File: src/rtl/mmio_button_conditioner.sv
// rtl/mmio_button_conditioner.sv - per-button sync, debounce, edge pulses and sticky press flags for the MMIO input word
`timescale 1ns/1ps

module mmio_button_conditioner #(
  parameter int NUM_BUTTONS     = 4,
  parameter int SYNC_STAGES     = 2,
  parameter int DEBOUNCE_CYCLES = 250000,
  parameter int ACTIVE_LOW      = 1
) (
  input  logic                   clock,
  input  logic                   notReset,
  input  logic [NUM_BUTTONS-1:0] rawButton,
  input  logic [NUM_BUTTONS-1:0] clearSticky,
  output logic [NUM_BUTTONS-1:0] buttonLevel,
  output logic [NUM_BUTTONS-1:0] pressPulse,
  output logic [NUM_BUTTONS-1:0] releasePulse,
  output logic [NUM_BUTTONS-1:0] pressSticky,
  output logic [31:0]            mmioWord
);

  localparam int            CW        = $clog2(DEBOUNCE_CYCLES + 1);
  localparam logic [CW-1:0] CNT_MAX   = CW'(DEBOUNCE_CYCLES);
  localparam logic [CW-1:0] CNT_ONE   = CW'(1);
  localparam logic          REL_LEVEL = (ACTIVE_LOW != 0);

  typedef enum logic [1:0] {
    ST_RELEASED,
    ST_PEND_PRESS,
    ST_PRESSED,
    ST_PEND_RELEASE
  } state_e;

  logic [SYNC_STAGES-1:0] r_sync  [NUM_BUTTONS];
  state_e                 r_state [NUM_BUTTONS];
  logic [CW-1:0]          r_cnt   [NUM_BUTTONS];

  state_e                 w_state_nxt [NUM_BUTTONS];
  logic [CW-1:0]          w_cnt_nxt   [NUM_BUTTONS];
  logic [NUM_BUTTONS-1:0] w_s;
  logic [NUM_BUTTONS-1:0] w_press;
  logic [NUM_BUTTONS-1:0] w_release;
  logic [NUM_BUTTONS-1:0] w_level_nxt;

  logic [NUM_BUTTONS-1:0] r_level;
  logic [NUM_BUTTONS-1:0] r_press;
  logic [NUM_BUTTONS-1:0] r_release;
  logic [NUM_BUTTONS-1:0] r_sticky;

  // Normalise polarity at the synchroniser output so the FSM always sees 1 = pressed.
  always_comb begin
    w_s = '0;
    for (int i = 0; i < NUM_BUTTONS; i++) begin
      w_s[i] = r_sync[i][SYNC_STAGES-1] ^ REL_LEVEL;
    end
  end

  always_comb begin
    w_press     = '0;
    w_release   = '0;
    w_level_nxt = '0;
    for (int i = 0; i < NUM_BUTTONS; i++) begin
      w_state_nxt[i] = r_state[i];
      w_cnt_nxt[i]   = r_cnt[i];
      case (r_state[i])
        ST_RELEASED: begin
          if (w_s[i]) begin
            w_state_nxt[i] = ST_PEND_PRESS;
            w_cnt_nxt[i]   = CNT_ONE;
          end else begin
            w_cnt_nxt[i]   = '0;
          end
        end
        ST_PEND_PRESS: begin
          if (!w_s[i]) begin
            w_state_nxt[i] = ST_RELEASED;
            w_cnt_nxt[i]   = '0;
          end else if (r_cnt[i] == CNT_MAX) begin
            w_state_nxt[i] = ST_PRESSED;
            w_cnt_nxt[i]   = '0;
            w_press[i]     = 1'b1;
          end else begin
            w_cnt_nxt[i]   = r_cnt[i] + CNT_ONE;
          end
        end
        ST_PRESSED: begin
          if (!w_s[i]) begin
            w_state_nxt[i] = ST_PEND_RELEASE;
            w_cnt_nxt[i]   = CNT_ONE;
          end else begin
            w_cnt_nxt[i]   = '0;
          end
        end
        ST_PEND_RELEASE: begin
          if (w_s[i]) begin
            w_state_nxt[i] = ST_PRESSED;
            w_cnt_nxt[i]   = '0;
          end else if (r_cnt[i] == CNT_MAX) begin
            w_state_nxt[i] = ST_RELEASED;
            w_cnt_nxt[i]   = '0;
            w_release[i]   = 1'b1;
          end else begin
            w_cnt_nxt[i]   = r_cnt[i] + CNT_ONE;
          end
        end
        default: begin
          w_state_nxt[i] = ST_RELEASED;
          w_cnt_nxt[i]   = '0;
        end
      endcase
      w_level_nxt[i] = (w_state_nxt[i] == ST_PRESSED) || (w_state_nxt[i] == ST_PEND_RELEASE);
    end
  end

  always_ff @(posedge clock) begin
    for (int i = 0; i < NUM_BUTTONS; i++) begin
      if (!notReset) begin
        r_sync[i]  <= {SYNC_STAGES{REL_LEVEL}};
        r_state[i] <= ST_RELEASED;
        r_cnt[i]   <= '0;
      end else begin
        r_sync[i]  <= {r_sync[i][SYNC_STAGES-2:0], rawButton[i]};
        r_state[i] <= w_state_nxt[i];
        r_cnt[i]   <= w_cnt_nxt[i];
      end
    end
  end

  // A press accepted in the same cycle as a clear keeps the sticky bit set.
  always_ff @(posedge clock) begin
    if (!notReset) begin
      r_level   <= '0;
      r_press   <= '0;
      r_release <= '0;
      r_sticky  <= '0;
    end else begin
      r_level   <= w_level_nxt;
      r_press   <= w_press;
      r_release <= w_release;
      r_sticky  <= w_press | (r_sticky & ~clearSticky);
    end
  end

  assign buttonLevel  = r_level;
  assign pressPulse   = r_press;
  assign releasePulse = r_release;
  assign pressSticky  = r_sticky;

  always_comb begin
    mmioWord                   = '0;
    mmioWord[NUM_BUTTONS-1:0]  = r_level;
    mmioWord[8 +: NUM_BUTTONS] = r_sticky;
  end

endmodule

File: config.mk
export PLATFORM = sky130hd
export DESIGN_NAME = mmio_button_conditioner
export DESIGN_NICKNAME = d
export VERILOG_FILES = /design/src/rtl/mmio_button_conditioner.sv
export SDC_FILE = /design/constraint.sdc
export NUM_CORES = 1
export LEC_CHECK = 0
export BUFFER_PORTS_ARGS = -buffer_cell sky130_fd_sc_hd__buf_2
export CAP_MARGIN = 15
export CORE_ASPECT_RATIO = 1.4
export CORE_MARGIN = 2
export CORE_UTILIZATION = 47
export CTS_CLUSTER_DIAMETER = 60
export DETAILED_ROUTE_END_ITERATION = 10
export PLACE_DENSITY = 0.72
export SYNTH_ARGS = -nofsm -noshare
export SYNTH_HDL_FRONTEND = slang
export SYNTH_SLANG_ARGS = --single-unit
File: constraint.sdc
create_clock -name clock -period 5.91 [get_ports clock]
set_input_delay 0.2955 -clock clock [delete_from_list [all_inputs] [get_ports clock]]
set_output_delay 0.2955 -clock clock [all_outputs]
set_load 0.1 [all_outputs]
==> reports/metrics.cfg, run 1 <==
[run_status]
status = complete, no violations

[clock_tree]
cts.sinks = 102
holdBufCountCts = 0
clkTransAtPathRegs_ps = 70
cts_max_path_buffers = 2
cts.htree.levels = 3
cts_tree = done
root_buffer = clkbuf_16
cts_made_buffers = 9
post_cts_resized = 0
clk_latency_ps = 350
cts_setup_buffers = 0

[cells_and_area]
multi_input_area_mm2 = 0.002325
area_delta_synth_final_pct = 8.839
fin_area_mm2 = 0.005115
antennaDiodeCount = 0
drive_gt1_share_pct = 11.31
nets = 570
fillers = 912
regArea_mm2 = 0.002042
postLayoutCoreUtil_pct = 51.95

[critical_path]
path_class = reg -> reg
cp-start-kind = flop
crit_chain = inv_1 -> ha_1 -> or4b_1 -> or4_4 -> o21ai_2 -> nor2_1
crit_slowest_cell = o21ai_2
setup.worst_path.end_class = flop
critPathMaxStageDelay_ps = 560
required_ps = 6120
worst-path-max-fanout = 17
worst-r2r-setup-slack_ps = 3670
crit_arrival_ps = 2450

[power]
p_per_area_mw_per_mm2 = 272.0
ir_worst_vdd_uv = 156.7
p_leak_nw = 1.717

[detailed_routing]
met3_length_um = 276
routed.top_layer = met4
drt_iter0_drc = 163
wirelength_mm = 8.610
drt-wirelength-per-cell_um = 12.44
vias_per_cell = 5.133
wl_met2_mm = 4.297
vias = 3552
antenna_left = 0
drt-pass1-iter-count = 4
drc_errors = 0
drt-met1-wl_mm = 3.822

[global_routing]
grt_use_total_pct = 17.05
grt_pass1_wl_mm = 14.62
grt_max_degree = 40
grt_antenna_before_repair = 0
overflow = 0
grt_pass1_vias = 3349

[sta]
tightest_slew_ps = 1111
fin_skew_ps = 6.761
fin_tns_setup_ps = 0
finalCriticalPeriod_ps = 2238
slew_violations = 0
fmax_mhz = 446.8
rsz0062_at_grt = no
hold_violations = 0
setup_viol = 0
period_share_pct = 37.87
timing.slew.headroom_pct = 25.81

[logic_synthesis]
ys_types = 52
ys_seq_area_share_pct = 43.45
muxShareOfSynthArea_pct = 1.278
synth_adder_area_share_pct = 2.130
synthSimpleGateAreaFrac_pct = 28.75
yosys.area.top_type = dfxtp_1
synth_flop_cell = dfxtp_1
async_reset_ff_share_pct = 0
synth_xor_area_share_pct = 10.06
avgSynthCellArea_um2 = 8.801
yosysTopAreaCellShare_pct = 43.45
synth_compound_area_share_pct = 5.325
synth_edf_count = 0
syn-cell-area_mm2 = 0.004700
synth_cells = 534
synth_seq_cells = 102
synth_top_family_by_area = simple AND/OR/NAND/NOR gates
yosys_warnings = 0
synth_area_leaders = dfxtp_1 43%, xnor2_1 6.5%, nor2_1 5.7%, buf_4 5.4%, xor2_1 3.5%

[placement]
dpl_cell_area_mm2 = 0.004791
port_buffers = 33
place_congestion = 0.8183
dpl.hpwl_mm = 5.974

[floorplanning]
core_area_mm2 = 0.009846
die-area_mm2 = 0.01083
rows = 43
die_y_um = 122.3
io_pins = 58
die_w_um = 88.51
initial_core_util_pct = 47.73

[min_path]
min_path_type = in -> reg

[run]
drv_cap = 0

[worst max-delay path, delay by kind of cell, from the launching register on]
family                     cells  cell delay, ps
and+or+nand+nor                3            1000
DFF                            1             350
adders and majority gates      1             130
buffers and inverters          1              70
AOI/OAI and AO/OA              1             560
[final cells by class]
class / instances / share of cell area, %
multi-input cells: 381 / 45.45
repair buffers: 34 / 3.376
well taps: 135 / 3.302
clock buffers: 9 / 4.403
flip-flops and latches: 102 / 39.92
inverters: 24 / 1.761
clock inverters: 7 / 1.786
[state kept, by name, summed over array words and instances (netlist names)]
signal / cells
r_state: 7
pressSticky: 4
pressPulse: 4
r_sync: 8
releasePulse: 4
buttonLevel: 3
r_cnt: 72
[worst paths after layout]
kind                                    from      endpoint  cells after the start
worst min register to register  r_sync[3][0]  r_sync[3][1]                      1
worst max-delay path             r_cnt[0][0]   r_cnt[0][4]                      6
worst min-delay path            rawButton[1]  r_sync[1][0]                      2
worst max register to register   r_cnt[0][0]   r_cnt[0][4]                      6
[layout by cell type, fill, tap and decap left out, types with 8 or more instances in the layout]
cell type  instances
a21oi_1           11
and3_1            11
buf_2             33
clkbuf_16          9
conb_1            24
dfxtp_1          102
ha_1               8
inv_1             24
nand2_1           27
nand2b_1          14
nand3_1           33
nand4_1           17
nor2_1            71
nor3_1            15
nor4_1            15
o21ai_0            9
or3_1              9
xnor2_1           35
xor2_1            19
[report_power, final]
part | leakage [nW] | switching, W | total [W] | internal [W]
clock | 0.151 | 0.000278 | 0.000617 | 0.000339
sequential | 0.824 | 0.00000316 | 0.000694 | 0.000691
combinational | 0.742 | 0.0000744 | 0.0000809 | 0.00000651
[synth_stat cells, types with 5 or more instances]
| cell type | instances |
|---|---|
| xor2_1 | 19 |
| or3_1 | 9 |
| o21ai_0 | 9 |
| and4_1 | 5 |
| buf_4 | 34 |
| dfxtp_1 | 102 |
| nand4_1 | 17 |
| nand2_1 | 27 |
| xnor2_1 | 35 |
| nor3_1 | 15 |
| nor2_1 | 71 |
| mux2i_1 | 6 |
| and3_1 | 11 |
| inv_1 | 24 |
| nand3_1 | 33 |
| ha_1 | 8 |
| clkbuf_1 | 10 |
| a21oi_1 | 11 |
| nand2b_1 | 14 |
| nor4_1 | 15 |
[layer usage]
metal,vias up,GRT usage [%]
li1,1820,-
met1,1640,19.80
met2,75,29.09
met3,17,3.497
met4,0,8.902
met5,-,0
[cells by family (layout without fill, tap and decap cells)]
family                   after synthesis  count (layout)
AO/OA/AOI/OAI                         39              39
XOR/XNOR                              54              54
adder cells (fa/ha/maj)                8               8
buffers and inverters                 74              74
flip-flops                           102             102
multiplexers                           6               6
other                                  1              24
AND/OR/NAND/NOR                      250             250
[through the flow]
stage	hold WS (ps)	std cells	setup slack [ps]	power [W]
2_1_floorplan	386.3	557	3965	0.0007974
3_3_place_gp	393.7	675	3742	0.0007901
3_5_place_dp	392.4	675	3638	0.0007907
4_1_cts	107.6	691	3629	0.001406
5_1_grt	115.0	692	3531	0.001434
6_report	120.9	692	3672	0.001391
Note: power is estimated with default switching activity, not from simulation.
==> inputs of run 2 (changes only) <==
--- a/config.mk
+++ b/config.mk
@@ -12,7 +12,7 @@
 export CORE_UTILIZATION = 47
 export CTS_CLUSTER_DIAMETER = 60
 export DETAILED_ROUTE_END_ITERATION = 10
-export PLACE_DENSITY = 0.72
+export PLACE_DENSITY = 0.74
 export SYNTH_ARGS = -nofsm -noshare
 export SYNTH_HDL_FRONTEND = slang
 export SYNTH_SLANG_ARGS = --single-unit
==> constraint.sdc (replaced) <==
create_clock -name clock -period 2 [get_ports clock]
set_input_delay 0.1 -clock clock [delete_from_list [all_inputs] [get_ports clock]]
set_output_delay 0.1 -clock clock [all_outputs]
set_load 0.1 [all_outputs]
==> reports/metrics.cfg, run 2 (synthesis results as in run 1) <==
[detailed_routing]
drt-pass1-iter-count = 4  ; unchanged
wl_met2_mm = 4.690  ; +9.1%
drt_iter0_drc = 95  ; -42%
wirelength_mm = 8.897  ; +3.3%
drt-met1-wl_mm = 3.774  ; -1.3%
antenna_left = 0  ; unchanged
drc_errors = 0  ; unchanged
vias_per_cell = 5.123  ; -0.19%
vias = 3694  ; +4.0%
drt-wirelength-per-cell_um = 12.34  ; -0.82%
met3_length_um = 279  ; +1.1%
routed.top_layer = met4

[cells_and_area]
multi_input_area_mm2 = 0.002325  ; unchanged
postLayoutCoreUtil_pct = 54.14  ; +2.2 points
layout_common_cells = 100 x dfxtp_1, 71 x nor2_1, 35 x xnor2_1, 33 x nand3_1, 33 x buf_2
fillers = 899  ; -1.4%
antennaDiodeCount = 0  ; unchanged
nets = 600  ; +5.3%
top_register = r_cnt
regArea_mm2 = 0.002044  ; +0.12%
largest_reg_flops = 72  ; unchanged
reg_top3 = r_cnt: 72 flops, r_sync: 8 flops, r_state: 7 flops
final_common_cell = dfxtp_1
drive_gt1_share_pct = 15.53  ; +4.2 points
area_delta_synth_final_pct = 13.42

[critical_path]
r2r_cells = 6  ; unchanged
worst-path-max-fanout = 7  ; -10
setup.worst_path.end_class = flop
r2r_start = r_cnt[0][1]
cp-start-kind = flop
worst-r2r-setup-slack_ps = 40  ; -3630 ps
path_class = reg -> reg
crit_arrival_ps = 2230  ; -220 ps
required_ps = 2270  ; -3850 ps
rr_endpoint = buttonLevel[0]

[placement]
dpl.hpwl_mm = 6.349  ; +6.3%
place_congestion = 0.7940  ; -3.0%
port_buffers = 33  ; unchanged

[floorplanning]
core_area_mm2 = 0.009846  ; unchanged
io_pins = 58  ; unchanged
die-area_mm2 = 0.01083  ; unchanged
die_w_um = 88.51  ; unchanged
initial_core_util_pct = 47.73  ; unchanged
die_y_um = 122.3  ; unchanged
rows = 43  ; unchanged

[sta]
rsz0062_at_grt = yes
setup_viol = 0  ; unchanged
slew_violations = 0  ; unchanged
hold_violations = 0  ; unchanged
fmax_mhz = 510.1  ; +14%
fin_skew_ps = 6.995  ; +0.2339 ps
finalCriticalPeriod_ps = 1960  ; -277.9 ps
fin_tns_setup_ps = 0  ; unchanged
period_share_pct = 98.02  ; +60 points

[global_routing]
grt_max_degree = 19  ; -53%
grt_pass1_wl_mm = 14.86  ; +1.6%
grt_pass1_vias = 3452  ; +3.1%
grt_use_total_pct = 17.26  ; +0.22 points
overflow = 0  ; unchanged
grt_antenna_before_repair = 0  ; unchanged

[clock_tree]
cts_made_buffers = 9  ; unchanged
cts.sinks = 102  ; unchanged
root_buffer = clkbuf_16
cts_max_path_buffers = 2  ; unchanged
clkTransAtPathRegs_ps = 70  ; about the same
cts.htree.levels = 3  ; unchanged
cts_tree = done
clk_latency_ps = 350  ; about the same

[power]
p_per_area_mw_per_mm2 = 742.4  ; +170%
ir_worst_vdd_uv = 428.2  ; +170%
p_leak_nw = 1.849  ; +7.7%

[min_path]
worstHoldPathCells = 3  ; +1
min_to = pressSticky[1]
min-delay-start = clearSticky[1]
min_path_type = in -> reg

[run_status]
status = complete, no violations

[run]
drv_cap = 0  ; unchanged

[run 2: cell types whose count changed in the layout (fill, tap and decap cells not counted), sizes merged]
cell	previous run	this run
buf	34	59
bufinv	1	0
clkinv	2	1
dlygate4sd3	0	5
inv	27	28
[run 2: area by class of cell]
class                      count  share of cell area (%)
inverter                      24                   1.690
clock buffer                   9                   4.225
clock inverter                 6                   1.009
multi-input combinational    381                   43.62
sequential                   102                   38.36
tap                          135                   3.169
timing repair buffer          64                   7.934
[run 2: how the worst max path moves through the flow]
stage | start | cells past startpoint | endpoint
final | r_cnt[0][1] | 6 | buttonLevel[0]
after global routing | r_cnt[0][0] | 6 | buttonLevel[0]
after CTS | r_cnt[0][1] | 6 | buttonLevel[0]
after detailed placement | r_cnt[0][1] | 6 | buttonLevel[0]
after global placement | r_cnt[0][1] | 6 | releasePulse[0]
after floorplan | r_cnt[0][0] | 7 | r_cnt[0][13]
[run 2: layer usage]
metal | vias to the layer above | global-route usage [%]
li1 | 1877 | -
met2 | 70 | 30.64
met3 | 14 | 4.506
met5 | - | 0
met1 | 1733 | 19.06
met4 | 0 | 7.481
[run 2: critical path: stages, from the launching register on]
cell	delay [ps]
dfxtp_2	330
inv_2	40
ha_1	110
or4b_1	420
or4_4	450
nor3_4	280
mux2i_1	240
[run 2: report_power, final]
part	total (W)	switching (W)	internal [W]	leakage, nW
sequential	0.00205	0.00000891	0.00204	0.825
clock	0.00165	0.000794	0.000861	0.135
combinational	0.000252	0.000223	0.0000292	0.890
[run 2: per-stage QoR]
step / power, W / instances / hold slack (ps) / setup slack, ps / area (um2)
after floorplan: 0.002356 / 557 / 194.3 / 55.30 / 4786
after global routing: 0.004099 / 721 / 80.62 / -20.01 / 5330
after global placement: 0.002340 / 700 / 279.5 / 96.82 / 4991
final: 0.003957 / 721 / 23.94 / 39.61 / 5330
after CTS: 0.004014 / 720 / 15.75 / 15.18 / 5320
after detailed placement: 0.002341 / 700 / 283.7 / 34.93 / 4991
[run 2: repair_timing]
action / in CTS / in global routing
setup endpoints to repair: 0 / 2
buffers inserted: 0 / 1
hold endpoints to repair: 5 / 0
hold buffers: 5 / 0
resized for setup: 0 / 4
==> inputs of run 3 (changes only) <==
--- a/config.mk
+++ b/config.mk
@@ -5,14 +5,14 @@
 export SDC_FILE = /design/constraint.sdc
 export NUM_CORES = 1
 export LEC_CHECK = 0
-export BUFFER_PORTS_ARGS = -buffer_cell sky130_fd_sc_hd__buf_2
 export CAP_MARGIN = 15
 export CORE_ASPECT_RATIO = 1.4
 export CORE_MARGIN = 2
 export CORE_UTILIZATION = 47
 export CTS_CLUSTER_DIAMETER = 60
 export DETAILED_ROUTE_END_ITERATION = 10
-export PLACE_DENSITY = 0.74
+export DONT_BUFFER_PORTS = 1
+export PLACE_DENSITY = 0.69
 export SYNTH_ARGS = -nofsm -noshare
 export SYNTH_HDL_FRONTEND = slang
 export SYNTH_SLANG_ARGS = --single-unit
==> reports/metrics.cfg, run 3 (synthesis results as in run 1) <==
[critical_path]
crit_arrival_ps = 2220  ; about the same
crit_slowest_cell = or4_4
critical_path.top_delay_family = simple AND/OR/NAND/NOR gates
path_class = reg -> reg
worst-path-buf-inv = 1  ; unchanged
r2r_start = r_cnt[0][1]
setup.worst_path.end_class = flop
required_ps = 2260  ; about the same
critPathMaxStageDelay_ps = 450  ; about the same
worst-path-max-fanout = 7  ; unchanged
critPathLaunch = r_cnt[0][1]
crit_chain = inv_2 -> ha_1 -> or4b_1 -> or4_4 -> nor3_4 -> mux2i_1
cp-start-kind = flop

[power]
p_leak_nw = 1.786  ; -3.4%
power_w = 0.003863  ; -2.4%
ir_worst_vdd_uv = 359.5  ; -16%
p_per_area_mw_per_mm2 = 720.1  ; -3.0%

[detailed_routing]
vias_per_cell = 5.172  ; +0.95%
antenna_left = 0  ; unchanged
drt-pass1-iter-count = 4  ; unchanged
drt-met1-wl_mm = 3.747  ; -0.72%
met3_length_um = 276  ; -1.1%
vias = 3641  ; -1.4%
routed.top_layer = met4
drc_errors = 0  ; unchanged
drt-wirelength-per-cell_um = 12.55  ; +1.7%
drt_iter0_drc = 147  ; +55%
wirelength_mm = 8.835  ; -0.70%
wl_met2_mm = 4.547  ; -3.0%

[global_routing]
overflow = 0  ; unchanged
grt_pass1_vias = 3494  ; +1.2%
grt_pass1_wl_mm = 15.12  ; +1.8%
grt_use_total_pct = 17.66  ; +0.40 points
grt_max_degree = 36  ; +17
grt_antenna_before_repair = 0  ; unchanged

[sta]
period_share_pct = 97.92  ; about the same
hold_violations = 0  ; unchanged
slew_violations = 0  ; unchanged
timing.slew.headroom_pct = 59.47
fin_skew_ps = 6.616  ; -0.3791 ps
setup_viol = 0  ; unchanged
tightest_slew_ps = 602.4
finalCriticalPeriod_ps = 1958  ; -1.950 ps
rsz0062_at_grt = yes
fmax_mhz = 510.6  ; about the same

[cells_and_area]
regArea_mm2 = 0.002054  ; +0.49%
fillers = 913  ; +1.6%
final_common_cell = dfxtp_1
multi_input_area_mm2 = 0.002325  ; unchanged
drive_gt1_share_pct = 13.88  ; -1.6 points
antennaDiodeCount = 0  ; unchanged
nets = 585  ; -2.5%
largest_reg_flops = 72  ; unchanged
area_delta_synth_final_pct = 14.14
layout_common_cells = 92 x dfxtp_1, 71 x nor2_1, 36 x buf_4, 35 x xnor2_1, 33 x nand3_1
fin_area_mm2 = 0.005364  ; +0.63%
top_register = r_cnt
reg_top3 = r_cnt: 72 flops, r_sync: 8 flops, r_state: 7 flops

[clock_tree]
cts_tree = done
cts_max_path_buffers = 2  ; unchanged
cts.sinks = 102  ; unchanged
root_buffer = clkbuf_16
clk_latency_ps = 340  ; about the same
cts.htree.levels = 3  ; unchanged
clkTransAtPathRegs_ps = 60  ; about the same
cts_made_buffers = 9  ; unchanged

[placement]
dpl_cell_area_mm2 = 0.005019  ; +0.55%
dpl.hpwl_mm = 6.284  ; -1.0%
port_buffers = 0  ; -100%
place_congestion = 0.8144  ; +2.6%

[floorplanning]
die-area_mm2 = 0.01083  ; unchanged
io_pins = 58  ; unchanged
core_area_mm2 = 0.009846  ; unchanged
initial_core_util_pct = 47.73  ; unchanged
die_w_um = 88.51  ; unchanged
rows = 43  ; unchanged
die_y_um = 122.3  ; unchanged

[min_path]
min_path_type = in -> reg
min-delay-start = notReset

[run_status]
status = complete, no violations

[run]
drv_cap = 0  ; unchanged

-- run 3: final cells by class --
type,instances,share of cell area (%)
flip-flops and latches,102,38.30
clock inverters,1,0.1633
clock buffers,12,4.595
inverters,24,1.679
well taps,135,3.149
multi-input cells,381,43.34
repair buffers,49,8.771
-- run 3: worst reg2reg max path, delay by kind of cell, from the launching register on --
kind / cells / cell delay, ps
flip-flops: 1 / 340
multiplexers: 1 / 250
buffers and inverters: 1 / 40
AND/OR/NAND/NOR: 3 / 1140
adder cells (fa/ha/maj): 1 / 110
-- run 3: final timing paths --
path                                  endpoint  slack [ps]  cells after the start
worst max-delay path            buttonLevel[0]          40                      6
worst min-delay path            pressSticky[2]           9                      2
worst max register to register  buttonLevel[0]          40                      6
worst min register to register    r_sync[1][1]         430                      1
-- run 3: per-stage QoR --
stage | std cells | TNS (ps) | hold slack (ps) | setup slack [ps] | utilization (%)
after global placement | 683 | 0 | 180.6 | 93.65 | 50.97
after floorplan | 557 | 0 | 194.3 | 55.30 | -
after CTS | 703 | 0 | 1.681 | 11.26 | 54.38
after global routing | 704 | -41.17 | 10.24 | -41.17 | 54.48
after detailed placement | 683 | 0 | 183.0 | 25.14 | 50.97
final | 704 | 0 | 8.812 | 41.56 | 54.48
-- run 3: routing by layer --
metal,track usage (%),up-vias
li1,-,1848
met1,19.40,1718
met2,31.11,60
met3,4.506,15
met4,8.523,0
met5,0,-
-- run 3: timing repair --
action	CTS	global route
gates resized for setup	0	4
hold buffers	7	0
endpoints found under the hold margin	35	0
setup buffers	0	1
endpoints found under the setup margin	0	3
-- run 3: report_power, final --
group,total (W),internal (W),switching [W],leakage [nW]
logic,0.000249,0.0000278,0.000222,0.833
clock network,0.00156,0.000860,0.000703,0.125
registers,0.00205,0.00204,0.00000772,0.829
